File: src/rtl/spw_link_fsm_pkg.sv
// SpaceWire link FSM shared types: state encoding, output bundle, default timing.
package spw_link_pkg;

    typedef enum logic [2:0] {
        ST_ERROR_RESET = 3'd0,
        ST_ERROR_WAIT  = 3'd1,
        ST_READY       = 3'd2,
        ST_STARTED     = 3'd3,
        ST_CONNECTING  = 3'd4,
        ST_RUN         = 3'd5
    } spw_state_e;

    // Moore output bundle, registered as a unit so every output moves on the same edge.
    typedef struct packed {
        logic rx_enable;
        logic tx_enable;
        logic send_null;
        logic send_fct;
        logic send_nchar;
        logic link_up;
    } spw_out_t;

    localparam int T_6U4_DEF     = 640;
    localparam int T_12U8_DEF    = 1280;
    localparam int ERR_CNT_W_DEF = 8;

    // Output decode for a given state; applied to the next state so outputs register with it.
    function automatic spw_out_t state_outputs(spw_state_e s);
        spw_out_t o;
        o            = '0;
        o.rx_enable  = (s != ST_ERROR_RESET);
        o.tx_enable  = (s == ST_STARTED) || (s == ST_CONNECTING) || (s == ST_RUN);
        o.send_null  = o.tx_enable;
        o.send_fct   = (s == ST_CONNECTING) || (s == ST_RUN);
        o.send_nchar = (s == ST_RUN);
        o.link_up    = (s == ST_RUN);
        return o;
    endfunction

endpackage

File: src/rtl/spw_link_fsm_if.sv
// Link FSM control bundle: host/receiver/transmitter events in, link controls out.
interface spw_link_fsm_if
    import spw_link_pkg::*;
#(
    parameter int ERR_CNT_W = ERR_CNT_W_DEF
);
    logic                 link_start;
    logic                 link_disable;
    logic                 auto_start;
    logic                 rx_got_null;
    logic                 rx_got_fct;
    logic                 rx_got_nchar;
    logic                 rx_got_time_code;
    logic                 rx_error;
    logic                 credit_error;
    logic                 rx_enable;
    logic                 tx_enable;
    logic                 send_null;
    logic                 send_fct;
    logic                 send_nchar;
    logic                 link_up;
    logic [2:0]           fsm_state;
    logic [ERR_CNT_W-1:0] error_count;

    // Environment side: host, receiver and transmitter.
    modport master (
        output link_start, link_disable, auto_start, rx_got_null, rx_got_fct,
               rx_got_nchar, rx_got_time_code, rx_error, credit_error,
        input  rx_enable, tx_enable, send_null, send_fct, send_nchar, link_up,
               fsm_state, error_count
    );

    // Link FSM side.
    modport slave (
        input  link_start, link_disable, auto_start, rx_got_null, rx_got_fct,
               rx_got_nchar, rx_got_time_code, rx_error, credit_error,
        output rx_enable, tx_enable, send_null, send_fct, send_nchar, link_up,
               fsm_state, error_count
    );
endinterface

File: src/rtl/spw_link_fsm_timer.sv
// Restartable saturating up-counter timing the dwell in the current link state.
module spw_link_timer #(
    parameter int MAX = 1280
)(
    input  logic                       pclk,
    input  logic                       resetn,
    input  logic                       restart,
    output logic [$clog2(MAX+1)-1:0]   count
);
    localparam int             W    = $clog2(MAX + 1);
    localparam logic [W-1:0]   CMAX = W'(MAX);

    // Zero on restart, otherwise count up and hold at MAX.
    always_ff @(posedge pclk or negedge resetn) begin
        if (!resetn)
            count <= '0;
        else if (restart)
            count <= '0;
        else if (count != CMAX)
            count <= count + 1'b1;
    end
endmodule

File: src/rtl/spw_link_fsm.sv
// SpaceWire link-interface state machine: sequences receiver/transmitter enables,
// link-up and counts RUN exits caused by errors.
// Build option: define SPW_AUTO_START_EN to let auto_start plus a received NULL
// start the link; otherwise auto_start is ignored.
module spw_link_fsm
    import spw_link_pkg::*;
#(
    parameter int T_6U4     = T_6U4_DEF,
    parameter int T_12U8    = T_12U8_DEF,
    parameter int ERR_CNT_W = ERR_CNT_W_DEF
)(
    input  logic           pclk,
    input  logic           resetn,
    spw_link_fsm_if.slave  bus
);
    localparam int           TW  = $clog2(T_12U8 + 1);
    localparam logic [TW-1:0] C6  = TW'(T_6U4 - 1);
    localparam logic [TW-1:0] C12 = TW'(T_12U8 - 1);

    spw_state_e           r_state;
    spw_state_e           w_nxt;
    spw_out_t             r_out;
    logic                 r_got_null;
    logic [ERR_CNT_W-1:0] r_err_cnt;
    logic [TW-1:0]        w_tmr;
    logic                 w_restart;
    logic                 w_link_en;
    logic                 w_bad;
    logic                 w_conn_err;
    logic                 w_run_err;
    logic                 w_t6_hit;
    logic                 w_t12_hit;

`ifdef SPW_AUTO_START_EN
    assign w_link_en = !bus.link_disable &&
                       (bus.link_start || (bus.auto_start && r_got_null));
`else
    logic w_unused_auto;
    assign w_unused_auto = bus.auto_start;
    assign w_link_en     = !bus.link_disable && bus.link_start;
`endif

    // Any received character before the link is connecting is a protocol error.
    assign w_bad      = bus.rx_error || bus.rx_got_fct || bus.rx_got_nchar || bus.rx_got_time_code;
    // FCT is the advancing event in CONNECTING, so it is not an error there.
    assign w_conn_err = bus.rx_error || bus.rx_got_nchar || bus.rx_got_time_code || !w_link_en;
    assign w_run_err  = bus.rx_error || bus.credit_error || bus.link_disable;
    assign w_t6_hit   = (w_tmr == C6);
    assign w_t12_hit  = (w_tmr == C12);
    assign w_restart  = (w_nxt != r_state);

    spw_link_timer #(.MAX(T_12U8)) u_timer (
        .pclk    (pclk),
        .resetn  (resetn),
        .restart (w_restart),
        .count   (w_tmr)
    );

    // Next-state decision; errors outrank advancing events, advancing outranks timeout.
    always_comb begin
        w_nxt = r_state;
        case (r_state)
            ST_ERROR_RESET: if (w_t6_hit) w_nxt = ST_ERROR_WAIT;
            ST_ERROR_WAIT: begin
                if (w_bad)          w_nxt = ST_ERROR_RESET;
                else if (w_t12_hit) w_nxt = ST_READY;
            end
            ST_READY: begin
                if (w_bad)          w_nxt = ST_ERROR_RESET;
                else if (w_link_en) w_nxt = ST_STARTED;
            end
            ST_STARTED: begin
                if (w_bad || !w_link_en)               w_nxt = ST_ERROR_RESET;
                else if (r_got_null || bus.rx_got_null) w_nxt = ST_CONNECTING;
                else if (w_t12_hit)                    w_nxt = ST_ERROR_RESET;
            end
            ST_CONNECTING: begin
                if (w_conn_err)          w_nxt = ST_ERROR_RESET;
                else if (bus.rx_got_fct) w_nxt = ST_RUN;
                else if (w_t12_hit)      w_nxt = ST_ERROR_RESET;
            end
            ST_RUN: if (w_run_err) w_nxt = ST_ERROR_RESET;
            default: w_nxt = ST_ERROR_RESET;
        endcase
    end

    // State, registered outputs, NULL-seen flag and saturating RUN-exit counter.
    always_ff @(posedge pclk or negedge resetn) begin
        if (!resetn) begin
            r_state    <= ST_ERROR_RESET;
            r_out      <= '0;
            r_got_null <= 1'b0;
            r_err_cnt  <= '0;
        end else begin
            r_state <= w_nxt;
            r_out   <= state_outputs(w_nxt);
            if (w_nxt == ST_ERROR_RESET)
                r_got_null <= 1'b0;
            else if (bus.rx_got_null && r_out.rx_enable)
                r_got_null <= 1'b1;
            if (r_state == ST_RUN && w_nxt == ST_ERROR_RESET && r_err_cnt != '1)
                r_err_cnt <= r_err_cnt + 1'b1;
        end
    end

    assign bus.rx_enable   = r_out.rx_enable;
    assign bus.tx_enable   = r_out.tx_enable;
    assign bus.send_null   = r_out.send_null;
    assign bus.send_fct    = r_out.send_fct;
    assign bus.send_nchar  = r_out.send_nchar;
    assign bus.link_up     = r_out.link_up;
    assign bus.fsm_state   = r_state;
    assign bus.error_count = r_err_cnt;
endmodule

File: src/flat_wrapper.sv
// flat-port wrapper written by rule: the top's interface ports become plain ports
module spw_link_fsm_flat import spw_link_pkg::*;
#(
    parameter int T_6U4     = T_6U4_DEF,
    parameter int T_12U8    = T_12U8_DEF,
    parameter int ERR_CNT_W = ERR_CNT_W_DEF
)
  (pclk, resetn, bus_link_start, bus_link_disable, bus_auto_start, bus_rx_got_null, bus_rx_got_fct, bus_rx_got_nchar, bus_rx_got_time_code, bus_rx_error, bus_credit_error, bus_rx_enable, bus_tx_enable, bus_send_null, bus_send_fct, bus_send_nchar, bus_link_up, bus_fsm_state, bus_error_count);
  spw_link_fsm_if #(.ERR_CNT_W(ERR_CNT_W)) bus_i ();
  input  logic pclk;
  input  logic resetn;
  input wire logic [$bits(bus_i.link_start)-1:0] bus_link_start;
  input wire logic [$bits(bus_i.link_disable)-1:0] bus_link_disable;
  input wire logic [$bits(bus_i.auto_start)-1:0] bus_auto_start;
  input wire logic [$bits(bus_i.rx_got_null)-1:0] bus_rx_got_null;
  input wire logic [$bits(bus_i.rx_got_fct)-1:0] bus_rx_got_fct;
  input wire logic [$bits(bus_i.rx_got_nchar)-1:0] bus_rx_got_nchar;
  input wire logic [$bits(bus_i.rx_got_time_code)-1:0] bus_rx_got_time_code;
  input wire logic [$bits(bus_i.rx_error)-1:0] bus_rx_error;
  input wire logic [$bits(bus_i.credit_error)-1:0] bus_credit_error;
  output wire logic [$bits(bus_i.rx_enable)-1:0] bus_rx_enable;
  output wire logic [$bits(bus_i.tx_enable)-1:0] bus_tx_enable;
  output wire logic [$bits(bus_i.send_null)-1:0] bus_send_null;
  output wire logic [$bits(bus_i.send_fct)-1:0] bus_send_fct;
  output wire logic [$bits(bus_i.send_nchar)-1:0] bus_send_nchar;
  output wire logic [$bits(bus_i.link_up)-1:0] bus_link_up;
  output wire logic [$bits(bus_i.fsm_state)-1:0] bus_fsm_state;
  output wire logic [$bits(bus_i.error_count)-1:0] bus_error_count;
  assign bus_i.link_start = bus_link_start;
  assign bus_i.link_disable = bus_link_disable;
  assign bus_i.auto_start = bus_auto_start;
  assign bus_i.rx_got_null = bus_rx_got_null;
  assign bus_i.rx_got_fct = bus_rx_got_fct;
  assign bus_i.rx_got_nchar = bus_rx_got_nchar;
  assign bus_i.rx_got_time_code = bus_rx_got_time_code;
  assign bus_i.rx_error = bus_rx_error;
  assign bus_i.credit_error = bus_credit_error;
  assign bus_rx_enable = bus_i.rx_enable;
  assign bus_tx_enable = bus_i.tx_enable;
  assign bus_send_null = bus_i.send_null;
  assign bus_send_fct = bus_i.send_fct;
  assign bus_send_nchar = bus_i.send_nchar;
  assign bus_link_up = bus_i.link_up;
  assign bus_fsm_state = bus_i.fsm_state;
  assign bus_error_count = bus_i.error_count;
  spw_link_fsm #(.T_6U4(T_6U4), .T_12U8(T_12U8), .ERR_CNT_W(ERR_CNT_W)) u_core (.pclk(pclk), .resetn(resetn), .bus(bus_i));
endmodule
File: config.mk
export PLATFORM = sky130hd
export DESIGN_NAME = spw_link_fsm_flat
export DESIGN_NICKNAME = d
export VERILOG_FILES = /design/src/rtl/spw_link_fsm_pkg.sv /design/src/rtl/spw_link_fsm_if.sv /design/src/rtl/spw_link_fsm_timer.sv /design/src/rtl/spw_link_fsm.sv /design/src/flat_wrapper.sv
export SDC_FILE = /design/constraint.sdc
export NUM_CORES = 1
export LEC_CHECK = 0
export BUFFER_PORTS_ARGS = -buffer_cell sky130_fd_sc_hd__buf_2
export CORE_AREA = 2 2 56 58
export DETAILED_ROUTE_END_ITERATION = 10
export DIE_AREA = 0 0 58 60
export PLACE_DENSITY = 0.83
export REMOVE_ABC_BUFFERS = 1
export SYNTH_ARGS = -nofsm -noshare
export SYNTH_HDL_FRONTEND = slang
export SYNTH_SLANG_ARGS = --single-unit
export TNS_END_PERCENT = 5
File: constraint.sdc
create_clock -name pclk -period 2.7 [get_ports pclk]
set_input_delay 0.54 -clock pclk [delete_from_list [all_inputs] [get_ports pclk]]
set_output_delay 0.54 -clock pclk [all_outputs]
set_load 0.005 [all_outputs]
-- After elaboration in Yosys (flattened, before gate mapping)
Index checks and enable logic that the tools add are counted.
- output and inout bits: 17
- flip-flop bits (word level): 27
- logic and storage cells: 63
- reductions and logical operators: 24
- multiplexer cells: 16
- equal/unequal tests: 13
- add/sub/neg operators: 2
- operators with widths (cell ; count):
    3-bit two-way mux ; 11
    11-bit two-way mux ; 2
    3-bit case mux with 6 select lines ; 1
    1-bit logical OR ; 13
    3-bit equality test (second input constant) ; 4
    11-bit by 1-bit adder with 11-bit output (second input constant) ; 1
    11-bit by 10-bit equality test with 1-bit output (second input constant) ; 1
    11-bit equality test (second input constant) ; 1
    11-bit != test (second input constant) ; 1
    3-bit by 2-bit equality test with 1-bit output (second input constant) ; 3
    8-bit by 1-bit adder with 8-bit output (second input constant) ; 1
    8-bit != test (second input constant) ; 1
    3-bit zero test ; 2
    1-bit logical AND ; 4
    2-bit nonzero test ; 2
    3-bit by 1-bit equality test with 1-bit output (second input constant) ; 1
    3-bit != test ; 1
    3-bit nonzero test ; 1
    1-bit zero test ; 2
    1-bit two-way mux ; 2

-- Longest topological paths before layout
- depth in word-level cells: 9
- mapped depth: 8
- depth with buffers taken out: 7

-- Cells and area by module
A second synthesis with hierarchy kept.
- cell total of the unflattened synthesis: 162
- area total of the unflattened synthesis: 1555.2 sq um
- modules (own cells, without submodules) (module ; area each (sq um) ; sequential area each (sq um) ; cells each ; instances):
    spw_link_fsm ; 950.9 ; 400.4 ; 101 ; 1
    spw_link_timer ; 604.3 ; 275.3 ; 61 ; 1

-- Worst setup path before layout
No wires, ideal clock.
- kind: flip-flop to flip-flop
- from: register u_core.u_timer.count[0]
- to: register u_core.u_timer.count[0]
- required time: 2.604 ns
- buffers on the path: 2
- slack: 0.698 ns
- setup time: 0.096 ns
- arrival time: 1.907 ns
- stages on the path, launching flop included: 9
- cell sequence: dfrtp_1 > ha_1 > and4_4 > and3_1 > buf_6 > a211oi_4 > nor2b_2 > buf_6 > nor4_2
- cells in the longest elaborated chain, start to end: 7
- elaborated cells on any way between the ends: 17
- ends and longest elaborated chain (item ; line ; RTL):
    start, declared ; spw_link_fsm_timer.sv:8 ; output logic [$clog2(MAX+1)-1:0] count
    start signal, assigned ; spw_link_fsm_timer.sv:20 ; count <= count + 1'b1;
    11-bit equality test ; spw_link_fsm.sv:49 ; assign w_t12_hit = (w_tmr == C12);
    3-bit two-way mux ; spw_link_fsm.sv:75, spw_link_fsm.sv:80 ;
    3-bit two-way mux, on equally long branches ; spw_link_fsm.sv:79, spw_link_fsm.sv:74 ;
    3-bit two-way mux, on equally long branches ; spw_link_fsm.sv:78, spw_link_fsm.sv:73 ;
    3-bit case mux with 6 select lines ; spw_link_fsm.sv:62 ; case (r_state)
    3-bit != test ; spw_link_fsm.sv:50 ; assign w_restart = (w_nxt != r_state);
    11-bit two-way mux or 2-bit nonzero test (tied branches) ; - ;
Parallel ways exist; a longest one is shown, timed or not. The select of a mux whose other input is x is not followed.
A chain may end at the register's enable or synchronous reset.

-- Worst setup path in the final report
- from: register u_core.u_timer.count[0]
- to: register u_core.u_timer.count[6]
Same word-level chain as after synthesis.

==> results.yml <==
clock_tree:
  ctsRootBufferMaster: "clkbuf_4"
  h-tree-depth: 1
  numCtsBuffers: 3
  cts_tree: "done"
  cts.sinks: 27
  ctsResizeCount: 0
  post_cts_buffers: 0
  path_clk_slew_ns: 0.15
  hold_buffers: 0
  clkLatencyLatePin_ns: 0.34
  clockBufferDepth: 2
logic_synthesis:
  ys.warnings.count: 0
  synth.top_cell.area_share_pct: 43.83
  synthDistinctLibCells: 34
  synth_area_per_cell_um2: 10.42
  ys_seq_area_share_pct: 43.83
  yosysTopAreaCell: "dfrtp_1"
  synth_area_leaders: "dfrtp_1, xor2_1, nor4_2"
  synth-seq-cells: 27
  netlist_instances: 148
  mappedNetlistArea_um2: 1541
global_route:
  gr-usage-met3_pct: 2.597
  grt_busiest_layer: "met2"
  antenna_found_initial: 0
  grt_use_met1_pct: 25.66
  met2_usage_pct: 36.04
  track_usage_pct: 20.52
  grt_max_degree: 28
  overflow: 0
  grt_pass1_vias: 1232
  grt_first_pass_wirelength_um: 5437
critical_path:
  rr_endpoint: "u_core.u_timer.count[6]$_DFFE_PN0P_"
  cp_slowest_stage_delay_ns: 0.45
  worstRegToRegCells: 6
  worstPathArrival_ns: 2.53
  path_cells: "ha_1 -> and4_4 -> and3_1 -> a211oi_4 -> nor2b_2 -> nor4_2"
  cp-end-kind: "flop"
  r2r_slack_ns: 0.42
  cp-start-kind: "flop"
  crit_required_ns: 2.95
  path_max_fanout: 11
  r2r_start: "u_core.u_timer.count[0]$_DFFE_PN0P_"
  crit_slowest_cell: "dfrtp_1"
  criticalPathCategory: "flop to flop"
job:
  drv_cap: 0
final_layout:
  insertedDiodeCount: 0
  area_growth_pct: 10.31
  fillers: 260
  layout.nets: 188
  drive_above_1_share_pct: 26.01
drt:
  ant_nets: 0
  route.vias.total: 1218
  drt-pass1-iter-count: 4
  vias_per_cell: 5.913
  drt-initial-drc-count: 39
  wl_per_cell_um: 15.16
  drt-total-wl_um: 3123
  remaining_drc_errors: 0
placed_design:
  port_buffers: 26
  place.gp.congestion: 0.8517
  dp_hpwl_um: 2276
timing:
  fmax_ghz: 0.4395
  final.period_utilization_pct: 84.26
  slew_headroom_pct: 56.24
  finalCriticalPeriod_ns: 2.275
  hold_viol_final: 0
  clock_skew_ns: 0.01580
  tightest_slew_ns: 0.6535
  timing.setup.tns_ns: 0
  whs_ns: 0.1870
  rsz0062_at_grt: "no"
  drv_slew: 0
  setup_viol: 0
pwr:
  p_leak_uw: 0.0007750
  power_density_nw_per_um2: 497.4
  max-vdd-ir-drop_mv: 0.3179
die:
  io_pins: 28
  core_area_um2: 2903
  die_x_um: 58
  row_count: 20
  die_area_um2: 3480
  dieHeight_um: 60
  start_util_pct: 53.10
outcome:
  status: "finished, final reports clean"
min_path:
  hp-class: "primary input to asynchronous set/reset pin"
-- kinds of logic after synthesis --
family,after synthesis,synth area share (%)
compound gates,14,6.251
xor+xnor,17,9.659
fa+ha+maj,3,2.435
buf+inv,14,5.276
flops,27,43.83
mux,3,2.029
simple gates,70,30.52
-- sequential cells by signal, indices dropped and copies added (netlist names) --
signal	count
u_core.u_timer.count	11
u_core.bus.error_count	8
u_core.bus.fsm_state	3
u_core.bus.rx_enable	1
u_core.bus.send_fct	1
u_core.bus.send_nchar	1
u_core.bus.tx_enable	1
u_core.r_got_null	1
-- layout make-up --
cell class              instances  area [µm²]  area share (%)
well taps                      33       41.29           2.428
flip-flops and latches         27       675.6           39.74
inverters                       7       26.28           1.545
clock inverters                 1       5.005          0.2943
multi-input cells             107       784.5           46.14
clock buffers                   3       22.52           1.325
repair buffers                 28       145.1           8.536
-- layer usage --
metal	vias up	wire length [µm]	part of all wire, %
met4	0	58	1.9
met1	590	1359	44
met2	31	1581	51
li1	590	-	-
met3	7	123	3.9
met5	-	0	0
-- how the worst max path moves through the flow --
| stage | start | endpoint | slack [ns] | cells past startpoint |
|---|---|---|---|---|
| after CTS | u_core.u_timer.count[0]$_DFFE_PN0P_ | u_core.u_timer.count[6]$_DFFE_PN0P_ | 0.42 | 6 |
| after detailed placement | bus_rx_got_nchar | u_core.u_timer.count[6]$_DFFE_PN0P_ | 0.41 | 6 |
| after global placement | bus_rx_got_nchar | u_core.u_timer.count[10]$_DFFE_PN0P_ | 0.49 | 6 |
| after global routing | u_core.bus.fsm_state[0]$_DFF_PN0_ | u_core.u_timer.count[10]$_DFFE_PN0P_ | 0.26 | 5 |
| after floorplan | bus_rx_got_nchar | u_core.u_timer.count[10]$_DFFE_PN0P_ | 0.33 | 5 |
| final | u_core.u_timer.count[0]$_DFFE_PN0P_ | u_core.u_timer.count[6]$_DFFE_PN0P_ | 0.42 | 6 |
-- cell usage in the layout, fill, tap and decap left out --
| master | synthesis | routed |
|---|---|---|
| nand4_1 | 5 | 5 |
| a211oi_4 | 1 | 1 |
| clkbuf_4 | 0 | 3 |
| and4_4 | 1 | 1 |
| dfrtp_1 | 27 | 27 |
| a21oi_1 | 4 | 4 |
| nand3_1 | 7 | 7 |
| nand2_1 | 9 | 9 |
| xnor2_1 | 1 | 1 |
| and3_1 | 3 | 3 |
| nor2b_1 | 1 | 1 |
| inv_1 | 7 | 7 |
| o22ai_1 | 1 | 1 |
| o2111ai_1 | 1 | 1 |
| nor4_1 | 5 | 5 |
| mux2_1 | 1 | 1 |
| o31ai_1 | 1 | 1 |
| buf_4 | 3 | 2 |
| nor2_1 | 12 | 12 |
| nor3b_1 | 2 | 2 |
| a31oi_1 | 1 | 1 |
| nor3_1 | 4 | 4 |
| o211ai_1 | 1 | 1 |
| nor2b_2 | 1 | 1 |
| ha_1 | 3 | 3 |
| nor4b_1 | 6 | 6 |
| clkinv_2 | 0 | 1 |
| and3b_1 | 1 | 1 |
| and4b_1 | 1 | 1 |
| nor4_2 | 10 | 10 |
| o21ai_0 | 4 | 4 |
| nand4b_1 | 2 | 2 |
| xor2_1 | 16 | 16 |
| buf_2 | 2 | 26 |
| mux2i_1 | 2 | 2 |
-- stage by stage --
stage	instances	utilization (%)	total power [µW]	cell area, µm²	setup WS (ns)
2_1_floorplan	141	-	620.5	1486	0.3264
3_3_place_gp	202	57.63	659.7	1673	0.4909
3_5_place_dp	202	57.63	672.5	1673	0.4111
4_1_cts	206	58.58	848.0	1700	0.4156
5_1_grt	206	58.58	892.2	1700	0.2618
6_report	206	58.58	845.7	1700	0.4249
-- worst max-delay path: cells and delay by family (launching register included) --
family | cells | cell delay, ns
AND/OR/NAND/NOR | 4 | 1.02
flip-flops | 1 | 0.45
AO/OA/AOI/OAI | 1 | 0.45
adder cells (fa/ha/maj) | 1 | 0.26
-- synth_stat cells --
library cell	instances
o31ai_1	1
nor2_1	12
buf_4	3
nand4b_1	2
and3_1	3
and3b_1	1
inv_1	7
a31oi_1	1
nor4_2	10
o2111ai_1	1
and4_4	1
xor2_1	16
o21ai_0	4
nor4b_1	6
o22ai_1	1
xnor2_1	1
dfrtp_1	27
and4b_1	1
mux2_1	1
nor2b_1	1
nand2_1	9
o211ai_1	1
buf_6	2
nand3_1	7
nor4_1	5
a211oi_4	1
nor3_1	4
nor2b_2	1
nand4_1	5
a21oi_1	4
buf_2	2
ha_1	3
mux2i_1	2
nor3b_1	2
-- where the power goes --
part	internal, µW	switching [µW]	leakage, µW
sequential	452	73.9	0.000339
clock	55.8	123	0.0000177
combinational	67.4	73.5	0.000418
total	576	270	0.000775
No activity file was read; power rests on OpenSTA's default activity.
